**src/rtl/zeroheti_apb_to_obi.sv**
```systemverilog
// APB completer to OBI manager bridge.
// Each APB transfer is replayed as exactly one OBI transaction, and at most one OBI
// transaction is outstanding at any time. All outputs come from registers, so there is
// no combinational path from APB inputs to OBI outputs or from OBI inputs to APB outputs.
//
// Build option: define ZEROHETI_APB2OBI_ERR_EN to return the OBI err response as pslverr.
// When it is undefined, pslverr is tied to 0 and err is ignored. Handshake timing is the
// same in both builds.
//
// Only DataWidth = 32 is supported.

module zeroheti_apb_to_obi #(
  parameter int unsigned AddrWidth = 32,
  parameter int unsigned DataWidth = 32,
  parameter int unsigned IdWidth   = 1
) (
  input  logic                   clk_i,
  input  logic                   rst_ni,

  // APB completer side
  input  logic                   psel,
  input  logic                   penable,
  input  logic                   pwrite,
  input  logic [AddrWidth-1:0]   paddr,
  input  logic [DataWidth-1:0]   pwdata,
  input  logic [DataWidth/8-1:0] pstrb,
  output logic                   pready,
  output logic [DataWidth-1:0]   prdata,
  output logic                   pslverr,

  // OBI manager side
  output logic                   obi_req,
  input  logic                   obi_gnt,
  output logic [AddrWidth-1:0]   obi_addr,
  output logic                   obi_we,
  output logic [DataWidth/8-1:0] obi_be,
  output logic [DataWidth-1:0]   obi_wdata,
  output logic [IdWidth-1:0]     obi_aid,
  output logic                   obi_rready,
  input  logic                   obi_rvalid,
  input  logic [DataWidth-1:0]   obi_rdata,
  input  logic                   obi_err
);

  localparam int unsigned BeWidth = DataWidth / 8;

  typedef enum logic [1:0] {
    StIdle,
    StReq,
    StResp,
    StDone
  } state_e;

  state_e                state_q, state_d;
  logic [AddrWidth-1:0]  addr_q, addr_d;
  logic                  we_q, we_d;
  logic [BeWidth-1:0]    be_q, be_d;
  logic [DataWidth-1:0]  wdata_q, wdata_d;
  logic [DataWidth-1:0]  prdata_q, prdata_d;

`ifdef ZEROHETI_APB2OBI_ERR_EN
  logic                  err_q, err_d;
`else
  // err has no effect in this build; the name keeps the lint tool quiet about it.
  logic                  unused_err;
  assign unused_err = obi_err;
`endif

  // Next-state and request/response capture logic.
  always_comb begin
    state_d  = state_q;
    addr_d   = addr_q;
    we_d     = we_q;
    be_d     = be_q;
    wdata_d  = wdata_q;
    prdata_d = prdata_q;
`ifdef ZEROHETI_APB2OBI_ERR_EN
    err_d    = err_q;
`endif

    unique case (state_q)
      StIdle: begin
        // Setup-only cycles (psel && !penable) are ignored; we latch on the access phase.
        if (psel && penable) begin
          addr_d  = paddr;
          we_d    = pwrite;
          wdata_d = pwdata;
          be_d    = pwrite ? pstrb : {BeWidth{1'b1}};
          state_d = StReq;
        end
      end

      StReq: begin
        // req stays up with stable fields until granted.
        if (obi_gnt) begin
          state_d = StResp;
        end
      end

      StResp: begin
        if (obi_rvalid) begin
          prdata_d = we_q ? '0 : obi_rdata;
`ifdef ZEROHETI_APB2OBI_ERR_EN
          err_d    = obi_err;
`endif
          state_d  = StDone;
        end
      end

      StDone: begin
        // One-cycle pready pulse; psel is not consulted, so a requester that dropped
        // psel early still gets the pulse and the bridge recovers to idle.
        state_d = StIdle;
      end

      default: begin
        state_d = StIdle;
      end
    endcase
  end

  // State and datapath registers with synchronous active-low reset.
  always_ff @(posedge clk_i) begin
    if (!rst_ni) begin
      state_q  <= StIdle;
      addr_q   <= '0;
      we_q     <= 1'b0;
      be_q     <= '0;
      wdata_q  <= '0;
      prdata_q <= '0;
    end else begin
      state_q  <= state_d;
      addr_q   <= addr_d;
      we_q     <= we_d;
      be_q     <= be_d;
      wdata_q  <= wdata_d;
      prdata_q <= prdata_d;
    end
  end

`ifdef ZEROHETI_APB2OBI_ERR_EN
  // Error flag captured with the response; held until the next response.
  always_ff @(posedge clk_i) begin
    if (!rst_ni) begin
      err_q <= 1'b0;
    end else begin
      err_q <= err_d;
    end
  end

  assign pslverr = err_q;
`else
  assign pslverr = 1'b0;
`endif

  // req is also masked by reset so it drops in the same cycle reset is asserted.
  assign obi_req    = rst_ni && (state_q == StReq);
  assign obi_addr   = addr_q;
  assign obi_we     = we_q;
  assign obi_be     = be_q;
  assign obi_wdata  = wdata_q;
  assign obi_aid    = '0;
  assign obi_rready = 1'b1;

  assign pready     = (state_q == StDone);
  assign prdata     = prdata_q;

endmodule
```
**config.mk**
```make
export PLATFORM = sky130hd
export DESIGN_NAME = zeroheti_apb_to_obi
export DESIGN_NICKNAME = d
export VERILOG_FILES = /design/src/rtl/zeroheti_apb_to_obi.sv
export SDC_FILE = /design/constraint.sdc
export NUM_CORES = 1
export LEC_CHECK = 0
export CAP_MARGIN = 15
export CORE_ASPECT_RATIO = 1.4
export CORE_UTILIZATION = 35
export CTS_CLUSTER_DIAMETER = 100
export CTS_CLUSTER_SIZE = 8
export DETAILED_ROUTE_END_ITERATION = 16
export GPL_ROUTABILITY_DRIVEN = 0
export PLACE_DENSITY_LB_ADDON = 0.25
export SLEW_MARGIN = 20
export SYNTH_ARGS = -nofsm -noshare
export SYNTH_HDL_FRONTEND = slang
export SYNTH_SLANG_ARGS = --single-unit
```
**constraint.sdc**
```tcl
create_clock -name clk_i -period 2.3 [get_ports clk_i]
set_input_delay 0.46 -clock clk_i [delete_from_list [all_inputs] [get_ports clk_i]]
set_output_delay 0.46 -clock clk_i [all_outputs]
set_load 0.01 [all_outputs]
```
==> flow_metrics.env, run 1 <==
export IMPL_hold_class="flop to flop"
export IMPL_path_cells="inv_1 > ha_1 > and2_1 > clkdlybuf4s50_1"
export IMPL_core_area_um2=11400
export IMPL_wl_per_cell_um=14.23
export IMPL_root_buffer="clkbuf_16"
export IMPL_ys_flop_type="dfxtp_1"
export IMPL_ys_warn_count=0
export IMPL_status="completed"
export IMPL_worst_path_buf_inv=2
export IMPL_synthTopCellsByArea="dfxtp_1 50%, a21boi_1 17%, nand2_1 15%"
export IMPL_power_per_cell_area_nw_per_um2=760.1
export IMPL_slew_headroom=0.4131
export IMPL_grt_overflow=0
export IMPL_worstSetupEndpointType="primary output"
export IMPL_final_cell_area_um2=6580
export IMPL_n_antenna_cell=0
export IMPL_htree_num_levels=3
export IMPL_setup_violations_final=0
export IMPL_r2r_cells=6
export IMPL_leakagePower_nw=2.354
export IMPL_yosysTopAreaCell="dfxtp_1"
export IMPL_placed_area_um2=6270
export IMPL_cts_repair_resized=0
export IMPL_grt_first_pass_wirelength_mm=17.76
export IMPL_layout_drive_gt1_share=0.04545
export IMPL_drc=0
export IMPL_cp_num_cells=4
export IMPL_post_cts_buffers=0
export IMPL_cp_arrival_ns=1.61
export IMPL_die_y_um=130.4
export IMPL_place_ws_ns=0.2808
export IMPL_fmax_mhz=483.9
export IMPL_tns_ns=0
export IMPL_syn_inst=466
export IMPL_num_io_pins=214
export IMPL_grt_pass1_vias=3732
export IMPL_hold_viol_final=0
export IMPL_crit_path_top_delay_cell="clkdlybuf4s50_1"
export IMPL_cts_buffers_inserted=9
export IMPL_critical_path_class="flop to primary output"
export IMPL_period_minus_slack_ns=2.066
export IMPL_cap_violations=0
export IMPL_viasPerCell=4.823
export IMPL_n_fill_cell=1042
export IMPL_num_vias=3878
export IMPL_antenna_found_initial=0
export IMPL_clkLatencyLatePin_ns=0.33
export IMPL_maxSlewViolCount=0
export IMPL_cpLargestDelayFamily="buffers and inverters"
export IMPL_rows=46
export IMPL_clockBufferDepth=2
export IMPL_hold_buffers=0
export IMPL_synth_seq_cells=103
export IMPL_path_max_fanout=4
export IMPL_avgSynthCellArea_um2=8.842
export IMPL_finalCritPeriodShare=0.8985
export IMPL_cts_sinks=103
export IMPL_cp_data_required_time_ns=1.84
export IMPL_synth_simple_gate_area_frac=0.2323
export IMPL_worstHoldPathCells=2
export IMPL_ant_nets=0
export IMPL_grt_total_usage=0.1829
export IMPL_synth_commonest_cells="166 x nand2_1, 103 x dfxtp_1, 91 x a21boi_1"
export IMPL_vdd_drop_max_v=0.0004495
export IMPL_synth_edff_count=0
export IMPL_synthMuxAreaShare=0.002429
export IMPL_grt_max_degree=105
export IMPL_async_flop_share=0
export IMPL_portBuffers=209
export IMPL_synthXorXnorAreaFrac=0
export IMPL_synthAdderAreaFrac=0.01215
export IMPL_cts_tree="done"
export IMPL_synth_top_family_by_area="simple AND/OR/NAND/NOR gates"
export IMPL_fp_dieW_um=93.70
export IMPL_firstDrtPassIters=4
export IMPL_syn_cell_area_um2=4120
export IMPL_finalWorstSetupSlack_ns=0.2336
export IMPL_final_nets=767
export IMPL_seq_area_frac_synth=0.5005
export IMPL_start_util=0.3616
export IMPL_slowest_delay_ns=0.49
export IMPL_start_kind="flop"
export IMPL_wl_mm=11.44
export IMPL_dp_hpwl_mm=7.888
export IMPL_tightest_slew_ns=0.8804
export IMPL_rsz0062_at_grt="no"
export IMPL_synth_most_common_cell="nand2_1"
export IMPL_area_growth_pct=59.70
export IMPL_dp_cells=788
export IMPL_clkTransAtPathRegs_ns=0.07
export IMPL_final_cells=804
export IMPL_synth_cell_types=21
export IMPL_synth_top_area_frac=0.5005
export IMPL_synth_compound_area_share=0.1940
export IMPL_clock_skew_ns=0.006571
export IMPL_dieArea_um2=12220
export IMPL_drtIter0Drc=148
## stage by stage
stage	hold WS (ns)	total power [mW]	utilization
global placement	0.4370	3.449	0.5502
detailed placement	0.4426	3.487	0.5502
finish	0.4499	5.002	0.5774
global route	0.4677	5.283	0.5774
CTS	0.4522	5.073	0.5774
floorplan	0.4677	2.795	-
## cell usage in the layout, fill, tap and decap left out, drive strengths merged
| cell type | netlist | layout |
|---|---|---|
| ha | 4 | 4 |
| o31a | 1 | 1 |
| buf | 27 | 12 |
| and3 | 1 | 1 |
| clkinv | 0 | 1 |
| clkbuf | 16 | 12 |
| a221oi | 1 | 1 |
| a21boi | 97 | 97 |
| inv | 3 | 3 |
| clkdlybuf4s50 | 0 | 208 |
| and2 | 1 | 1 |
| nand3 | 1 | 1 |
| clkinvlp | 0 | 2 |
| o211a | 4 | 4 |
| nand2 | 166 | 166 |
| bufinv | 0 | 1 |
| nand4b | 32 | 32 |
| conb | 2 | 3 |
| nand3b | 4 | 4 |
| dfxtp | 103 | 103 |
| o21a | 1 | 1 |
| mux2i | 1 | 1 |
| nor2b | 1 | 1 |
## cell families after synthesis
family / Yosys count
AOI/OAI and AO/OA: 104
DFF: 103
buffers and inverters: 46
and+or+nand+nor: 206
adders and majority gates: 4
other: 2
muxes: 1
## per-layer routing
layer	track usage	vias to the layer above	wire, µm
met2	0.3053	158	5340
li1	-	1919	-
met5	0	-	0
met1	0.2149	1786	4742
met4	0.05973	0	208
met3	0.07060	15	1149
## final cells by class
type,count,area [µm²],area share
multi-input combinational,318,1834,0.2788
clock buffer,12,256.5,0.03898
inverter,3,11.26,0.001711
clock inverter,4,53.80,0.008176
timing repair buffer,220,2182,0.3316
sequential,103,2062,0.3134
tap,144,180.2,0.02738
## power breakdown
part | total, mW | internal (mW) | switching (mW) | leakage (nW)
sequential | 2.08 | 1.98 | 0.104 | 0.837
clock | 1.56 | 0.906 | 0.657 | 0.145
combinational | 1.35 | 0.718 | 0.636 | 1.37
total | 5.00 | 3.60 | 1.40 | 2.35
## worst register-to-register path, stage by stage (launching register included)
cell and delay [ns]:
dfxtp_1 0.35, inv_1 0.09, ha_1 0.25, and3_2 0.50
buf_4 0.29, nand2_1 0.09, a21boi_1 0.12
## registers in the layout, indices dropped and copies added, names as in the netlist
| register | flops |
|---|---|
| state_q | 2 |
| obi_wdata | 32 |
| obi_be | 4 |
| prdata | 32 |
| obi_addr | 32 |
| obi_we | 1 |
## final timing paths
check | startpoint | to | slack [ns]
worst min-delay path | prdata[20] | prdata[20] | 0.45
worst max-delay path | state_q[1] | obi_req | 0.23
worst min register to register | prdata[20] | prdata[20] | 0.45
worst max register to register | state_q[0] | obi_addr[27] | 0.57
No activity file was read; power rests on OpenSTA's default activity.
==> run 2: changes to the inputs <==
--- a/config.mk
+++ b/config.mk
@@ -5,6 +5,7 @@
 export SDC_FILE = /design/constraint.sdc
 export NUM_CORES = 1
 export LEC_CHECK = 0
+export ABC_AREA = 1
 export CAP_MARGIN = 15
 export CORE_ASPECT_RATIO = 1.4
 export CORE_UTILIZATION = 35
==> flow_metrics.env, run 2 <==
export IMPL_firstDrtPassIters=4
export IMPL_avgSynthCellArea_um2=8.133
export IMPL_clockBufferDepth=2
export IMPL_n_antenna_cell=0
export IMPL_synth_commonest_cells="103 x dfxtp_1, 102 x a21oi_1, 77 x inv_1"
export IMPL_synthTopCellsByArea="dfxtp_1 53%, a21oi_1 13%, o21ai_0 7.7%"
export IMPL_fmax_mhz=493.0
export IMPL_path_max_fanout=3
export IMPL_fp_dieW_um=90.70
export IMPL_cap_violations=0
export IMPL_synth_seq_cells=103
export IMPL_async_flop_share=0
export IMPL_final_common_cell="clkdlybuf4s50_1"
export IMPL_n_fill_cell=956
export IMPL_post_cts_buffers=0
export IMPL_cp_common_cell="inv_1"
export IMPL_clkTransAtPathRegs_ns=0.07
export IMPL_leakagePower_nw=2.305
export IMPL_viasPerCell=4.545
export IMPL_tightest_slew_ns=0.5967
export IMPL_start_kind="flop"
export IMPL_highest_layer="met4"
export IMPL_critical_path_class="flop to primary output"
export IMPL_num_vias=3700
export IMPL_worstSetupEndpointType="primary output"
export IMPL_syn_cell_area_um2=3855
export IMPL_power_per_cell_area_nw_per_um2=865.5
export IMPL_r2r_cells=6
export IMPL_rr_startpoint="state_q[1]"
export IMPL_dieArea_um2=11440
export IMPL_synth_most_common_cell="dfxtp_1"
export IMPL_cts_buffers_inserted=9
export IMPL_ys_warn_count=0
export IMPL_fin_util=0.5869
export IMPL_ys_flop_type="dfxtp_1"
export IMPL_hold_viol_final=0
export IMPL_path_cells="inv_1 > ha_1 > nand2_1 > inv_1 > clkdlybuf4s50_1"
export IMPL_wl_met3_um=786
export IMPL_power_frac_clock=0.278
export IMPL_drtIter0Drc=99
export IMPL_portBuffers=209
export IMPL_netSwitchingPower_mw=1.603
export IMPL_wl_met1_mm=4.075
export IMPL_hold_class="flop to flop"
export IMPL_dp_hpwl_mm=7.569
export IMPL_drc=0
export IMPL_final_nets=780
export IMPL_grt_first_pass_wirelength_mm=16.42
export IMPL_setup_violations_final=0
export IMPL_seq_area_frac_synth=0.5349
export IMPL_synth_edff_count=0
export IMPL_min_to="obi_wdata[23]"
export IMPL_yosysTopAreaCell="dfxtp_1"
export IMPL_cellInternalPower_mw=3.859
export IMPL_cpLargestDelayFamily="buffers and inverters"
export IMPL_start_util=0.3585
export IMPL_maxSlewViolCount=0
export IMPL_clock_skew_ns=0.008034
export IMPL_p_comb_frac=0.315
export IMPL_vdd_drop_max_v=0.0005074
export IMPL_clkLatencyLatePin_ns=0.34
export IMPL_die_y_um=126.2
export IMPL_min_from="obi_wdata[23]"
export IMPL_grt_max_degree=45
export IMPL_layout_drive_gt1_share=0.03863
export IMPL_area_growth_pct=63.71
export IMPL_status="completed"
export IMPL_core_area_um2=10750
export IMPL_synth_cell_types=19
export IMPL_seq_power_share=0.406
export IMPL_rsz0062_at_grt="no"
export IMPL_num_io_pins=214
export IMPL_slowest_delay_ns=0.53
export IMPL_cts_sinks=103
export IMPL_hold_buffers=0
export IMPL_worstHoldPathCells=2
export IMPL_grt_total_usage=0.1787
export IMPL_cts_repair_resized=0
export IMPL_period_minus_slack_ns=2.028
export IMPL_wl_mm=10.21
export IMPL_synth_top_area_frac=0.5349
export IMPL_cts_tree="done"
export IMPL_cp_data_required_time_ns=1.84
export IMPL_grt_pass1_vias=3473
export IMPL_final_cell_mix="208 x clkdlybuf4s50_1, 103 x dfxtp_1, 102 x a21oi_1, 77 x inv_1, 59 x o21ai_0"
export IMPL_root_buffer="clkbuf_16"
export IMPL_crit_path_top_delay_cell="clkdlybuf4s50_1"
export IMPL_wl_per_cell_um=12.54
export IMPL_ant_nets=0
export IMPL_rows=45
export IMPL_slew_headroom=0.6016
export IMPL_reg2reg_slack_ns=0.69
export IMPL_finalCritPeriodShare=0.8819
export IMPL_syn_inst=474
export IMPL_htree_num_levels=3
export IMPL_cp_arrival_ns=1.57
export IMPL_grt_overflow=0
export IMPL_antenna_found_initial=0
export IMPL_wl_met2_mm=5.089
export IMPL_tns_ns=0
export IMPL_swShare=0.2935
export IMPL_worst_path_buf_inv=3
export IMPL_reg2reg_to="obi_addr[5]"
-- run 2: worst max path at each step --
stage	startpoint	end	slack (ns)	cells after the start
6_report	state_q[1]	obi_req	0.27	5
5_1_grt	state_q[1]	obi_req	0.18	5
4_1_cts	state_q[1]	obi_req	0.25	5
3_5_place_dp	penable	obi_addr[5]	0.35	5
3_3_place_gp	penable	obi_wdata[25]	0.39	5
2_1_floorplan	rst_ni	obi_req	1.0	3
-- run 2: logic make-up (layout without fill, tap and decap cells) --
group	Yosys count	count (layout)	share of synthesized area
AOI/OAI and AO/OA	170	170	0.2233
DFF	103	103	0.5349
adders and majority gates	4	4	0.01298
buffers and inverters	114	312	0.1344
other	2	3	0.001948
and+or+nand+nor	81	81	0.09250
-- run 2: area by class of cell --
| type | count | area [µm²] | area share |
|---|---|---|---|
| Timing Repair Buffer | 218 | 2192 | 0.3473 |
| Sequential cell | 103 | 2062 | 0.3267 |
| Multi-Input combinational cell | 258 | 1286 | 0.2038 |
| Inverter | 78 | 292.8 | 0.04639 |
| Clock buffer | 12 | 246.5 | 0.03906 |
| Tap cell | 141 | 176.4 | 0.02795 |
| Clock inverter | 4 | 55.05 | 0.008723 |
-- run 2: through the flow --
stage | area, µm² | hold WS (ns) | power (mW) | setup slack, ns | std cells
after detailed placement | 6010 | 0.4339 | 3.995 | 0.3544 | 798
after CTS | 6311 | 0.4444 | 5.535 | 0.2477 | 814
after floorplan | 3859 | 0.4671 | 3.123 | 0.9997 | 475
final | 6311 | 0.4425 | 5.462 | 0.2717 | 814
after global placement | 6010 | 0.4306 | 3.951 | 0.3866 | 798
after global routing | 6311 | 0.4614 | 5.792 | 0.1819 | 814
-- run 2: power by group through the flow --
stage          Clock (mW)  Sequential (mW)  Combinational, mW
3_5_place_dp            0             2.26               1.73
5_1_grt              1.63             2.26               1.90
3_3_place_gp            0             2.25               1.70
4_1_cts              1.57             2.22               1.74
6_report             1.52             2.22               1.72
2_1_floorplan           0             2.38              0.744
-- run 2: worst reg2reg max path, cell delays in order, from the launching register on --
cell     delay [ns]
dfxtp_1        0.33
inv_1          0.11
ha_1           0.27
nand3_4        0.29
buf_12         0.28
o21ai_0        0.17
a21oi_1        0.06
-- run 2: routing by layer --
layer / vias up / track usage
met5: - / 0
met4: 0 / 0.08729
met3: 16 / 0.04287
met2: 141 / 0.3137
met1: 1630 / 0.2009
li1: 1913 / -
